`src/rtl/axis_snapshot_burst.sv`:
```
// axis_snapshot_burst
//   Passive AXI-Stream tap. An arm pulse captures a burst of 2^DEPTH_WIDTH
//   accepted beats, optionally decimated, into an internal buffer that is
//   read back through a registered synchronous read port.
//
// Ports
//   aclk, aresetn   clock, asynchronous active-low reset
//   s_axis_tdata    monitored stream data
//   s_axis_tvalid   monitored stream valid
//   s_axis_tready   pass-through of m_axis_tready
//   m_axis_tready   downstream ready
//   arm             single-cycle pulse, starts/restarts a burst
//   cfg_decim       record every (cfg_decim+1)-th accepted beat, sampled at arm
//   rd_addr         buffer read address
//   rd_data         buffer[rd_addr], one cycle latency
//   data            last recorded word
//   count           words recorded in the current burst
//   busy            burst in progress
//   done            burst complete, buffer full
module axis_snapshot_burst #(
  parameter int unsigned AXIS_TDATA_WIDTH = 32,
  parameter int unsigned DEPTH_WIDTH      = 4,
  parameter int unsigned DECIM_WIDTH      = 16
) (
  input  logic                        aclk,
  input  logic                        aresetn,
  input  logic [AXIS_TDATA_WIDTH-1:0] s_axis_tdata,
  input  logic                        s_axis_tvalid,
  output logic                        s_axis_tready,
  input  logic                        m_axis_tready,
  input  logic                        arm,
  input  logic [DECIM_WIDTH-1:0]      cfg_decim,
  input  logic [DEPTH_WIDTH-1:0]      rd_addr,
  output logic [AXIS_TDATA_WIDTH-1:0] rd_data,
  output logic [AXIS_TDATA_WIDTH-1:0] data,
  output logic [DEPTH_WIDTH:0]        count,
  output logic                        busy,
  output logic                        done
);

  localparam int unsigned DEPTH = 1 << DEPTH_WIDTH;

  typedef enum logic [1:0] {
    ST_IDLE,
    ST_CAPTURE,
    ST_DONE
  } state_t;

  state_t                      state_q, state_d;
  logic [DEPTH_WIDTH-1:0]      wr_ptr_q;
  logic [DEPTH_WIDTH:0]        count_q;
  logic [DECIM_WIDTH-1:0]      decim_cnt_q;
  logic [DECIM_WIDTH-1:0]      decim_lat_q;
  logic [AXIS_TDATA_WIDTH-1:0] data_q;
  logic [AXIS_TDATA_WIDTH-1:0] rd_data_q;
  logic [AXIS_TDATA_WIDTH-1:0] mem [DEPTH];

  logic beat;
  logic rec;

  assign s_axis_tready = m_axis_tready;
  assign beat          = s_axis_tvalid & m_axis_tready;
  // arm has priority over a coincident beat, so that beat is never recorded
  assign rec           = (state_q == ST_CAPTURE) && beat && !arm && (decim_cnt_q == '0);

  always_ff @(posedge aclk or negedge aresetn) begin
    if (!aresetn) state_q <= ST_IDLE;
    else          state_q <= state_d;
  end

  always_comb begin
    state_d = state_q;
    case (state_q)
      ST_IDLE:    if (arm) state_d = ST_CAPTURE;
      ST_CAPTURE: begin
        if (arm)                         state_d = ST_CAPTURE;
        else if (rec && wr_ptr_q == '1)  state_d = ST_DONE;
      end
      ST_DONE:    if (arm) state_d = ST_CAPTURE;
      default:    state_d = ST_IDLE;
    endcase
  end

  always_ff @(posedge aclk or negedge aresetn) begin
    if (!aresetn) begin
      wr_ptr_q    <= '0;
      count_q     <= '0;
      decim_cnt_q <= '0;
      decim_lat_q <= '0;
      data_q      <= '0;
    end else if (arm) begin
      wr_ptr_q    <= '0;
      count_q     <= '0;
      decim_cnt_q <= '0;
      decim_lat_q <= cfg_decim;
    end else if (state_q == ST_CAPTURE && beat) begin
      if (decim_cnt_q == decim_lat_q) decim_cnt_q <= '0;
      else                            decim_cnt_q <= decim_cnt_q + DECIM_WIDTH'(1);
      if (rec) begin
        wr_ptr_q <= wr_ptr_q + DEPTH_WIDTH'(1);
        count_q  <= count_q + (DEPTH_WIDTH+1)'(1);
        data_q   <= s_axis_tdata;
      end
    end
  end

  // Buffer is intentionally unreset; read returns pre-write contents on collision.
  always_ff @(posedge aclk) begin
    if (rec) mem[wr_ptr_q] <= s_axis_tdata;
  end

  always_ff @(posedge aclk or negedge aresetn) begin
    if (!aresetn) rd_data_q <= '0;
    else          rd_data_q <= mem[rd_addr];
  end

  assign rd_data = rd_data_q;
  assign data    = data_q;
  assign count   = count_q;
  assign busy    = (state_q == ST_CAPTURE);
  assign done    = (state_q == ST_DONE);

endmodule
```
`config.mk`:
```
export PLATFORM = sky130hd
export DESIGN_NAME = axis_snapshot_burst
export DESIGN_NICKNAME = d
export VERILOG_FILES = /design/src/rtl/axis_snapshot_burst.sv
export SDC_FILE = /design/constraint.sdc
export NUM_CORES = 1
export LEC_CHECK = 0
export ABC_AREA = 0
export BUFFER_PORTS_ARGS = -buffer_cell sky130_fd_sc_hd__buf_2
export CELL_PAD_IN_SITES_DETAIL_PLACEMENT = 1
export CELL_PAD_IN_SITES_GLOBAL_PLACEMENT = 1
export CORE_ASPECT_RATIO = 1.25
export CORE_MARGIN = 8
export CORE_UTILIZATION = 44
export CTS_CLUSTER_DIAMETER = 30
export DETAILED_ROUTE_END_ITERATION = 6
export GPL_TIMING_DRIVEN = 0
export HOLD_SLACK_MARGIN = 0.08
export PLACE_DENSITY_LB_ADDON = 0.1
export REMOVE_ABC_BUFFERS = 1
export SYNTH_ARGS = -nofsm -noshare
export SYNTH_HDL_FRONTEND = slang
export SYNTH_SLANG_ARGS = --single-unit
```
`constraint.sdc`:
```
create_clock -name aclk -period 5 [get_ports aclk]
set_clock_uncertainty 0.1 [all_clocks]
set_input_delay 0.25 -clock aclk [delete_from_list [all_inputs] [get_ports aclk]]
set_output_delay 0.25 -clock aclk [all_outputs]
set_load 0.01 [all_outputs]
```
# After elaboration in Yosys (flattened, before gate mapping)
# Memory sizes are Yosys's and may differ from the RTL's. A register that Yosys moved wholly into a read port is not among the register bits.
# Index checks and enable logic that the tools add are counted.
[classes]
bitwise_logic = 2
eq_ne = 6
div_mod_pow = 0
n_mul = 0
muxes = 15
reduce_logical = 14
order_cmp = 0
addsub = 3
shift = 0
[ops]
columns = ["op", "n"]
rows = [
  ["$mux 16", 3],
  ["$add 16x1->16 const B", 1],
  ["$eq 16x16->1", 1],
  ["$logic_not 16->1", 1],
  ["$mux 5", 3],
  ["$mux 4", 3],
  ["$mux 2", 3],
  ["$add 5x1->5 const B", 1],
  ["$add 4x1->4 const B", 1],
  ["$eq 4x4->1 const B", 1],
  ["$logic_and 1x1->1", 4],
  ["$pmux 2 s2", 1],
  ["$reduce_and 2->1", 2],
  ["$reduce_bool 2->1", 2],
  ["$ne 3x2->1 const B", 1],
  ["$reduce_and 3->1", 1],
  ["$eq 2x1->1 const B", 1],
  ["$eq 2x2->1 const B", 1],
  ["$logic_not 1->1", 2],
  ["$logic_not 2->1", 1],
  ["$mux 1", 2],
  ["$ne 2x1->1 const B", 1],
  ["$reduce_or 2->1", 1],
  ["$and 1x1->1", 1],
  ["$not 1->1", 1],
]
[totals]
elab_cells = 47
output_inout_bits = 72
input_bits = 57
reg_bits = 75
latch_bits = 0
mem_bits_rw = 512
memories = 1
romBits = 0
[mem_list]
columns = ["name", "depth", "width", "read_ports", "rd_clocked_by_memory_dff", "write_ports", "line", "text"]
rows = [
  ["mem", 16, 32, 1, 1, 1, "56", "logic [AXIS_TDATA_WIDTH-1:0] mem [DEPTH];"],
]

# Depth between registers and ports, before layout
# Gate-level depths: netlist of the first run.
[depth]
word_depth = 8
depth_mapped = 8
mapped_depth_nobuf = 7

# Least setup slack after synthesis of the first run
# No wires, ideal clock.
[synth_path]
path_type = "register to register"
from = "register decim_cnt_q[0]"
to = "memory mem[3][0] (enable)"
arrival_time_ps = 4664
n_path_buf = 1
required_ps = 4399
path_stages_with_launch = 8
setup_time_ps = 501
slack_ps = -265
path_cell_list = "dfrtp_1 clkbuf_1 inv_1 ha_1 nor4b_2 nand4_2 or3_4 nor4_1"
[synth_via]
elab_chain_cells = 4
[synth_rtl]
columns = ["item", "line", "text"]
rows = [
  ["start, declared", "52", "logic [DECIM_WIDTH-1:0] decim_cnt_q;"],
  ["start signal, assigned", "98", "else decim_cnt_q <= decim_cnt_q + DECIM_WIDTH'(1);"],
  ["$logic_not 16->1", "64", "assign rec = (state_q == ST_CAPTURE) && beat && !arm && (decim_cnt_q == '0);"],
  ["$logic_and 1x1->1", "64", ""],
  ["$mux 1", "109", "if (rec) mem[wr_ptr_q] <= s_axis_tdata;"],
  ["$mux 1 (not written as such)", "109", ""],
  ["end, declared", "56", ""],
]
# No other way between the ends.

# Worst setup path in the final report of the first run
[layout_path]
from = "register state_q[1]"
to = "memory mem[13][3] (enable)"
[layout_via]
elab_chain_cells = 6
[layout_rtl]
columns = ["item", "line", "text"]
rows = [
  ["start, declared", "49", "state_t state_q, state_d;"],
  ["start signal, assigned", "68", "else state_q <= state_d;"],
  ["$eq 2x1->1", "64", ""],
  ["$logic_and 1x1->1 (3 in a row)", "64", ""],
  ["$mux 1", "109", ""],
  ["$mux 1 (not written as such)", "109", ""],
]
# No other way between the ends.

==> impl_metrics.toml, run 1 <==
[clock_network]
cts_tree = "built"
clk_latency_ns = 0.65
cts_num_sinks = 619
post_cts_resized = 0
cts_buffer_depth = 3
htreeDepth = 3
cts_hold_buf = 55
clockRootBuffer = "clkbuf_16"
clk_pin_slew_worst_paths_ns = 0.05
cts_buffers = 110
post-cts-setup-buffers = 0

[hold_path]
min_to = "rd_data[28]"
hp-start = "rd_addr[2]"
hold_path.class = "in2reg"
whs_path_depth = 2

[sta]
maxSlewViolCount = 0
worst_slew_pin_slew_ns = 1.28
holdWs_ns = 0.176
min_period_over_period_pct = 86.1
slew_headroom_pct = 14.4
rsz0062_at_grt = "no"
max_freq_mhz = 232
period_minus_slack_ns = 4.30
finalSetupViolCount = 0
hold_viol = 0

[detailed_routing]
antenna_left = 0
routed_wirelength_um = 56400
drt_pre_antenna_iters = 4
viasPerCell = 5.50
wl_per_cell_um = 26.7
vias = 11600
drc = 0
first_iter_violations = 848

[run]
cap_violations = 0

[final_layout]
fin_util_pct = 56.0
drive_gt1_share_pct = 38.6
diodes = 0
final_common_cell = "edfxtp_1"
finish.net_count = 1404
area_growth_pct = 26.3
stdcell_count = 2117
multi_input_area_um2 = 5360
fillCellCount = 4605
most-common-layout-cells = "edfxtp_1, mux4_2, buf_2, clkbuf_16, dfrtp_1"
seq_area_um2 = 18100

[pwr]
p_per_area_nw_per_um2 = 471
peakVddDrop_mv = 0.397
p_leak_nw = 10.5

[worst_setup_path]
reg2reg_depth = 8
crit_type = "reg2reg"
crit_arrival_ns = 4.52
worstPathRequired_ns = 5.22
r2r-start = "state_q[1]"
r2r_slack_ns = 0.70
cp_max_fo = 19
reg2reg_to = "mem[13][3]"
cp-end-kind = "flip-flop"
start_kind = "flip-flop"

[logic_synthesis]
ys_async_sr_fraction_pct = 17.3
yosysSeqAreaShare_pct = 76.1
ys.flop_type = "edfxtp_1"
synth_seq_cells = 619
synth_top_area_cell = "edfxtp_1"
yosysUniqueCellTypes = 50
synthTopCellsByArea = "edfxtp_1, mux4_2, dfrtp_1"
avgSynthCellArea_um2 = 22.0
syn_inst = 1077
yosysWarnings = 0
yosys.area.top_type_share_pct = 64.8
synth_edf_count = 512
netlist_area_um2 = 23700

[global_route]
grt_overflow = 0
grt_pass1_wl_um = 85200
grt_pass1_vias = 13200
grt_usage_pct = 18.9
antenna_found_initial = 2
grt_start_max_net_pins = 84

[placement]
io_buffers = 128
place_congestion = 0.774
dp_cells = 1852
dp_hpwl_um = 31600

[die]
rows = 95
fp.dieW_um = 224
die_height_um = 276
boundaryPins = 129
die-area_um2 = 61600
start_util_pct = 44.3
core_um2 = 53500

[status]
status = "complete, no violations"
[how the worst max path moves through the flow]
stage | startpoint | to | slack (ns)
detailed placement | state_q[1] | mem[13][19] | 0.60
floorplan | state_q[1] | mem[3][0] | -0.32
CTS | state_q[1] | mem[13][24] | 0.57
global route | state_q[1] | mem[13][24] | 0.41
global placement | state_q[1] | mem[3][19] | -5.59
finish | state_q[1] | mem[13][3] | 0.70
[synthesized netlist by cell type, types with 3 or more instances]
library cell,number
a21oi_1,4
and2_1,10
and3_1,7
buf_2,20
buf_4,6
clkbuf_1,32
dfrtp_1,107
edfxtp_1,512
ha_1,7
inv_1,11
mux2_1,23
mux2_2,27
mux4_2,160
nand2_1,22
nand3_1,21
nand4_1,7
nor2_1,17
nor3_1,8
nor4_1,8
o211ai_1,3
o311ai_1,4
or2_2,3
xnor2_1,7
xor2_1,16
[state kept, by name (all words and copies together), names as in the netlist]
register and cells:
state_q 2, mem 512, wr_ptr_q 4, decim_cnt_q 16, count 5, rd_data 32, data 32, decim_lat_q 16
[logic make-up (layout without fill, tap and decap cells)]
family / count (synthesis) / after routing / synth area share, %
flip-flops: 619 / 619 / 76.1
multiplexers: 212 / 212 / 17.7
AND/OR/NAND/NOR: 122 / 122 / 2.97
buffers and inverters: 72 / 433 / 1.40
XOR/XNOR: 23 / 23 / 0.849
AO/OA/AOI/OAI: 22 / 22 / 0.649
adder cells (fa/ha/maj): 7 / 7 / 0.369
[critical path, stage by stage (launching register included)]
cell and delay, ns:
dfrtp_1 0.40, nand4b_1 0.60, or2_1 0.58, nor3_4 0.75, buf_16 0.23, buf_8 0.16
and3_1 0.19, and2_2 0.70, buf_16 0.25
[metrics by stage]
stage                     instance area, um2  total power, mW  setup slack, ns  TNS (ns)
final                                  29900             14.1            0.696         0
after global routing                   29900             14.5            0.415         0
after CTS                              29900             14.3            0.568         0
after detailed placement               25500             6.58            0.599         0
after global placement                 24900             6.57            -5.59   -352.88
after floorplan                        23400             6.19           -0.319    -10.22
[power by group]
group / internal [mW] / switching [mW]
sequential: 5.73 / 0.0668
clock: 5.07 / 2.53
combinational: 0.338 / 0.369
total: 11.1 / 2.97
[metal layers]
metal / routed length [um] / global-route usage (%) / share of wire (%)
met4: 1460 / 7.04 / 2.6
met1: 22600 / 23.2 / 40
met2: 30100 / 33.6 / 53
met3: 2250 / 3.05 / 4.0
met5: 12 / 0 / 0.021
[area by class of cell]
type	instances	share of cell area [%]
multi-input cells	386	17.9
repair buffers	212	6.03
well taps	679	2.84
inverters	11	0.138
flip-flops and latches	619	60.3
clock inverters	73	2.84
clock buffers	137	9.98
Power figures use the tool's default switching activity.
==> run 2: changes to the inputs <==
--- a/config.mk
+++ b/config.mk
@@ -7,7 +7,7 @@
 export LEC_CHECK = 0
 export ABC_AREA = 0
 export BUFFER_PORTS_ARGS = -buffer_cell sky130_fd_sc_hd__buf_2
-export CELL_PAD_IN_SITES_DETAIL_PLACEMENT = 1
+export CELL_PAD_IN_SITES_DETAIL_PLACEMENT = 0
 export CELL_PAD_IN_SITES_GLOBAL_PLACEMENT = 1
 export CORE_ASPECT_RATIO = 1.25
 export CORE_MARGIN = 8
==> impl_metrics.toml, run 2 (same netlist as run 1, synthesis figures left out) <==
[worst_setup_path]
crit_top_cell = "buf_16"
cp-end-kind = "flip-flop"
crit_slowest_cell = "nor3_4"
slowest_delay_ns = 0.72
cp_top_family = "simple AND/OR/NAND/NOR gates"
cp_max_fo = 19
path_cells = "nand4b_1, or2_1, nor3_4, buf_16, buf_8, and3_1, and2_2, buf_16"
worst-path-buf-inv = 3
crit_type = "reg2reg"
start_kind = "flip-flop"
crit_arrival_ns = 4.45
worstPathRequired_ns = 5.24

[sta]
max_freq_mhz = 237
rsz0062_at_grt = "no"
worst_slew_pin_slew_ns = 1.30
slew_headroom_pct = 13.1
finalSetupViolCount = 0
period_minus_slack_ns = 4.21
totalNegativeSetupSlack_ns = 0
min_period_over_period_pct = 84.2
maxSlewViolCount = 0
hold_viol = 0
holdWs_ns = 0.181

[final_layout]
drive_gt1_share_pct = 38.2
most-common-layout-cells = "edfxtp_1, mux4_2, buf_2, clkbuf_16, dfrtp_1"
diodes = 0
fin_util_pct = 55.8
fillCellCount = 4065
finish.net_count = 1406
multi_input_area_um2 = 5360
seq_area_um2 = 18100
fin_area_um2 = 29900
largest_reg_flops = 512
area_growth_pct = 25.9
final_common_cell = "edfxtp_1"
regMostFlops = "mem"

[hold_path]
hold_path.class = "in2reg"

[global_route]
antenna_found_initial = 1
grt_pass1_wl_um = 81700
grt_start_max_net_pins = 84
grt_usage_pct = 18.1
grt_pass1_vias = 12800
grt_overflow = 0

[detailed_routing]
routed_wirelength_um = 53900
drt_pre_antenna_iters = 4
viasPerCell = 5.45
first_iter_violations = 741
drc = 0
vias = 11500
antenna_left = 0
wl_per_cell_um = 25.5

[clock_network]
cts_buffers = 112
htreeDepth = 3
clk_latency_ns = 0.65
cts_buffer_depth = 3
clk_pin_slew_worst_paths_ns = 0.05
clockRootBuffer = "clkbuf_16"
cts_tree = "built"
cts_num_sinks = 619

[pwr]
peakVddDrop_mv = 0.368
p_leak_nw = 10.4
finalPower_mw = 13.9
p_per_area_nw_per_um2 = 464

[placement]
dp_hpwl_um = 30400
io_buffers = 128
placed_cell_area_um2 = 25500
place_congestion = 0.774

[die]
die_height_um = 276
start_util_pct = 44.3
fp.dieW_um = 224
rows = 95
core_um2 = 53500
boundaryPins = 129
die-area_um2 = 61600

[run]
cap_violations = 0

[status]
status = "complete, no violations"
[run 2: changes by cell type in the layout (fill, tap and decap cells not counted), sizes merged]
cell and delta:
bufinv -5, clkbuf +4, clkinv +5, clkinvlp -4
[run 2: layout make-up]
cell class | count | share of cell area, %
Clock buffer | 141 | 10.1
Clock inverter | 69 | 2.46
Inverter | 11 | 0.138
Multi-Input combinational cell | 386 | 18.0
Sequential cell | 619 | 60.5
Tap cell | 679 | 2.85
Timing Repair Buffer | 212 | 6.05
[run 2: stage by stage]
| stage | worst slack, ns | instances |
|---|---|---|
| 6_report | 0.788 | 2117 |
| 5_1_grt | 0.470 | 2117 |
| 4_1_cts | 0.625 | 2117 |
| 3_5_place_dp | 0.639 | 1852 |
| 3_3_place_gp | -5.59 | 1823 |
| 2_1_floorplan | -0.319 | 1016 |
[run 2: report_power, final]
| part | leakage (nW) | switching, mW | total [mW] | internal, mW |
|---|---|---|---|---|
| clock network | 1.83 | 2.52 | 7.36 | 4.84 |
| registers | 5.91 | 0.0651 | 5.80 | 5.73 |
| logic | 2.67 | 0.363 | 0.701 | 0.338 |
[run 2: metal layers]
layer / wire [um] / vias up / global-route usage (%)
li1: - / 5019 / -
met1: 21500 / 6136 / 21.8
met2: 28800 / 295 / 32.1
met3: 2440 / 84 / 3.42
met4: 1270 / 2 / 6.76
met5: 8 / - / 0
[run 2: path summary, 6_finish.rpt]
path / from / slack, ns / end / depth (start not counted)
max: state_q[1] / 0.79 / mem[13][11] / 8
min: rd_addr[2] / 0.18 / rd_data[28] / 2
max reg2reg: state_q[1] / 0.79 / mem[13][11] / 8
min reg2reg: data[24] / 0.37 / data[24] / 1
max in group asynchronous: aresetn / 3.72 / decim_cnt_q[6] / 4
min in group asynchronous: aresetn / 0.58 / data[3] / 4
[run 2: what timing repair did]
| action | in CTS | in global routing |
|---|---|---|
| setup buffers | 0 | 0 |
| gates resized for setup | 0 | 0 |
| hold endpoints to repair | 671 | 0 |
| hold buffers | 55 | 0 |
